$ cat src/rtl/tick_pwm.sv
// Tick-paced PWM generator.
// Counts prescaler ticks within a programmable period and drives a
// registered duty-cycle output. New period/duty values arrive over a
// valid/ready handshake and are applied only on period boundaries
// (or immediately when idle), so the output never glitches mid-period.
module tick_pwm #(
  parameter int WIDTH = 8
) (
  input  logic             clk,
  input  logic             rst,
  input  logic             tick,
  input  logic             load_valid,
  output logic             load_ready,
  input  logic [WIDTH-1:0] period_in,
  input  logic [WIDTH-1:0] duty_in,
  output logic             pwm_out,
  output logic             period_done
);

  logic [WIDTH-1:0] phase, period_q, duty_q, period_p, duty_p;
  logic             pend;

  logic [WIDTH-1:0] phase_n, period_n, duty_n, period_p_n, duty_p_n;
  logic             pend_n, done_n, pwm_n;
  logic             xfer, idle, wrap;

  assign load_ready = !pend;
  assign xfer       = load_valid && !pend;
  assign idle       = (period_q == '0);
  // period_q is nonzero whenever wrap is evaluated in RUN, so the
  // subtraction cannot underflow there.
  assign wrap       = !idle && tick && (phase >= period_q - WIDTH'(1));

  // Next-state: phase advance, wrap handling and load scheduling.
  always_comb begin
    phase_n    = phase;
    period_n   = period_q;
    duty_n     = duty_q;
    period_p_n = period_p;
    duty_p_n   = duty_p;
    pend_n     = pend;
    done_n     = 1'b0;

    if (idle) begin
      // Idle ignores ticks; a captured load goes live one edge later.
      phase_n = '0;
      if (pend) begin
        period_n = period_p;
        duty_n   = duty_p;
        pend_n   = 1'b0;
      end else if (xfer) begin
        period_p_n = period_in;
        duty_p_n   = duty_in;
        pend_n     = 1'b1;
      end
    end else begin
      if (tick) begin
        if (wrap) begin
          phase_n = '0;
          done_n  = 1'b1;
        end else begin
          phase_n = phase + WIDTH'(1);
        end
      end
      if (wrap) begin
        // A load landing on the wrap edge bypasses the pending slot.
        if (xfer) begin
          period_n = period_in;
          duty_n   = duty_in;
        end else if (pend) begin
          period_n = period_p;
          duty_n   = duty_p;
          pend_n   = 1'b0;
        end
      end else if (xfer) begin
        period_p_n = period_in;
        duty_p_n   = duty_in;
        pend_n     = 1'b1;
      end
    end

    pwm_n = (phase_n < duty_n) && (period_n != '0);
  end

  // State and registered outputs; async active-low clear.
  always_ff @(posedge clk or negedge rst) begin
    if (!rst) begin
      phase       <= '0;
      period_q    <= '0;
      duty_q      <= '0;
      period_p    <= '0;
      duty_p      <= '0;
      pend        <= 1'b0;
      pwm_out     <= 1'b0;
      period_done <= 1'b0;
    end else begin
      phase       <= phase_n;
      period_q    <= period_n;
      duty_q      <= duty_n;
      period_p    <= period_p_n;
      duty_p      <= duty_p_n;
      pend        <= pend_n;
      pwm_out     <= pwm_n;
      period_done <= done_n;
    end
  end

endmodule

$ cat config.mk
export PLATFORM = sky130hd
export DESIGN_NAME = tick_pwm
export DESIGN_NICKNAME = d
export VERILOG_FILES = /design/src/rtl/tick_pwm.sv
export SDC_FILE = /design/constraint.sdc
export NUM_CORES = 1
export LEC_CHECK = 0
export ABC_CLOCK_PERIOD_IN_PS = 9500
export BUFFER_PORTS_ARGS = -buffer_cell sky130_fd_sc_hd__buf_4
export CAP_MARGIN = 25
export CORE_ASPECT_RATIO = 1.4
export CORE_MARGIN = 4
export CORE_UTILIZATION = 43
export DETAILED_ROUTE_END_ITERATION = 16
export GPL_TIMING_DRIVEN = 0
export PLACE_DENSITY = 0.68
export SETUP_SLACK_MARGIN = 0.15
export SYNTH_ARGS = -nofsm -noshare
export SYNTH_HDL_FRONTEND = slang
export SYNTH_SLANG_ARGS = --single-unit
$ cat constraint.sdc
create_clock -name clk -period 9.5 [get_ports clk]
set_input_delay 0.95 -clock clk [delete_from_list [all_inputs] [get_ports clk]]
set_output_delay 0.95 -clock clk [all_outputs]
set_load 0.01 [all_outputs]
==> out/qor.txt <==
Status: finished, final reports clean
Maximum vdd drop: 0.196 mV
Die area: 7280 um^2
Crit path max-delay family: compound AO/OA/AOI/OAI gates
Req. time, crit path: 9.71 ns
Register area share after synthesis: 0.420
Hold path startpoint: period_p[0]
Final setup viols: 0
Fin. Hold Viols: 0
R2R cell count: 18
Root Buffer: clkbuf_8
YS warnings: 0
I/O Pins: 23
Worst Max-Slew Pin Slew: 0.533 ns
Hold Crit Class: reg -> reg
Critical Path Slowest Stage Cell: dfrtp_1
Final ANT Viol Nets: 0
GPL Wtd Cong: 0.802
Design Area, Final: 2930 um^2
Slowest stage delay, CP: 0.40 ns
PortBufs: 22
Initial Utilization: 0.440
DRT Pass-1 Iters: 4
Static leakage: 1.27 nW
Placed standard-cell area: 2820 um^2
PnR Total Power: 0.998 mW
CTS Buf Count: 5
Most frequent cells in the layout: 43 x dfrtp_1, 23 x nor2_1, 23 x buf_4
RSZ-0062 raised after global routing: false
WL final: 5.37 mm
Syn nets: 283
Resized cells post-CTS: 0
CP Capture Type: flop
Number of global-route vias before repair: 1,994
Clock slew at reported path FFs: 0.08 ns
Critical path buffers and inverters: 2
Slack of the worst reg-to-reg path: 5.18 ns
Rows: 33
Critical path peak fanout: 10
Layout Nets: 312
Clock sink count: 43
Layout cell share with drive strength beyond 1: 0.240
Hold endpoint: period_p[0]
Count of non-filler cells in the finished layout: 345
# hold bufs at CTS: 0
Fin util: 0.504
Overall routing resource usage: 0.165
Async SR Flop Fraction: 1.00
Post-route setup slack: 5.18 ns
CP cell instances: inv_1, ha_1, nor3b_1, nand2_1, xor2_1, ha_1, nand2_1, o21ai_1, o21ai_2, nand2_1, buf_2, nand2_1, o22a_1, o21ai_0, ha_1, a211oi_1, a221oi_2, a211oi_2
Placement Setup Slack: 5.23 ns
Worst setup SP type: flop
Syn Inst Count: 245
Die Width: 73.2 um
Remaining DRCs: 0
GRT overflow: 0
WL per Instance: 15.6 um
Cell area power density: 340 nW/um^2
Period utilization: 0.455
Crit Reg-Reg Startpoint: period_q[0]
R2r endpoint: pwm_out
First-pass GRT wire length: 9.40 mm
Setup TNS: 0 ns
Core region area: 5820 um^2
Hold Crit Depth: 1
CTS max path bufs: 2
Post-CTS Setup Bufs: 0
DR vias/cell: 5.58
Smallest hold slack: 0.511 ns
Clk_skew: 0.0101 ns
Initial antenna violation count: 0
Post-synth EDFFs: 0
Most common cell after layout, fill and taps aside: dfrtp_1
CP arrival: 4.53 ns
CTS tree: yes
Syn Area/Cell: 10.5 um^2
Distinct cells, synth: 45
Number of cells after detailed placement: 337
CP dominant cell by count: nand2_1
Vias: 1,926
Seq cells post-synth: 43
Main flop type after synthesis: dfrtp_1
Crit Path Category: reg -> reg
Final Slew Violations: 0
Fillers: 538
Largest net degree at the start of global routing: 44
DR iter-0 viols: 74
Post-Synthesis Cell Area: 2560 um^2
# Max-Cap Violations: 0
Worst-Skew Late Latency: 0.29 ns
CP Depth: 18
DIE HEIGHT: 99.3 um
H-tree Lvls: 2
Final min period: 4.32 ns
DP Wirelength: 4.12 mm
Diode count: 0
Max_slew headroom: 0.644
Highest clock rate: 231 MHz
P&R area growth vs syn: 14.5%
## synthesized netlist by cell type, types with 6 or more instances
cell type  instances  area (um^2)
dfrtp_1           43         1080
nor2_1            23         86.3
mux2_2            21          236
ha_1              18          225
o22ai_1           13         81.3
nand2_1           12         45.0
o21ai_0           12         60.1
inv_1              8         30.0
o21a_1             8         60.1
o22a_1             7         61.3
xor2_1             7         61.3
a21oi_1            6         30.0
## registers in the layout, indices dropped and copies added (netlist names)
| name | flops |
|---|---|
| duty_q | 8 |
| period_p | 8 |
| period_done | 1 |
| duty_p | 8 |
| period_q | 8 |
| pend | 1 |
| pwm_out | 1 |
| phase | 8 |
## how the worst max path moves through the flow
stage | start | end | slack [ns]
floorplan | period_q[0] | pwm_out | 5.93
global placement | period_q[0] | pwm_out | 5.31
detailed placement | period_q[0] | pwm_out | 5.23
CTS | period_q[0] | pwm_out | 5.18
global route | period_q[0] | pwm_out | 4.70
finish | period_q[0] | pwm_out | 5.18
## metal layers
metal	up-vias	GRT usage	part of all wire	wire (um)
li1	975	-	-	-
met1	917	0.217	0.44	2380
met2	30	0.276	0.52	2790
met3	4	0.0222	0.027	147
met4	0	0.0511	0.0095	51
met5	-	0	0	0
## cells by family after synthesis
kind of cell / after synthesis / share of synthesized area
buffers and inverters: 17 / 0.0366
AOI/OAI and AO/OA: 69 / 0.191
muxes: 21 / 0.0923
adders and majority gates: 18 / 0.0879
and+or+nand+nor: 65 / 0.131
DFF: 43 / 0.420
xor gates and xnor gates: 12 / 0.0410
## final cells by class
type                    instances  area, um^2  area share
inverters                       9        33.8      0.0115
flip-flops and latches         43        1080       0.367
multi-input cells             185        1390       0.475
repair buffers                 22         165      0.0563
clock inverters                 2        35.0      0.0119
plain buffers                   8        60.1      0.0205
well taps                      70        87.6      0.0299
clock buffers                   6        82.6      0.0282
## power by group
part	total (mW)	switching (mW)	internal (mW)
clock network	0.144	0.0593	0.0850
registers	0.327	0.0630	0.264
logic	0.526	0.276	0.251
## worst reg2reg max path: stages (launching register included)
cell,delay (ns)
dfrtp_1,0.40
inv_1,0.14
ha_1,0.19
nor3b_1,0.29
nand2_1,0.11
xor2_1,0.17
ha_1,0.31
nand2_1,0.05
o21ai_1,0.40
o21ai_2,0.26
nand2_1,0.13
buf_2,0.23
nand2_1,0.25
o22a_1,0.27
o21ai_0,0.12
ha_1,0.29
a211oi_1,0.29
a221oi_2,0.11
a211oi_2,0.23
Power figures use the tool's default switching activity.
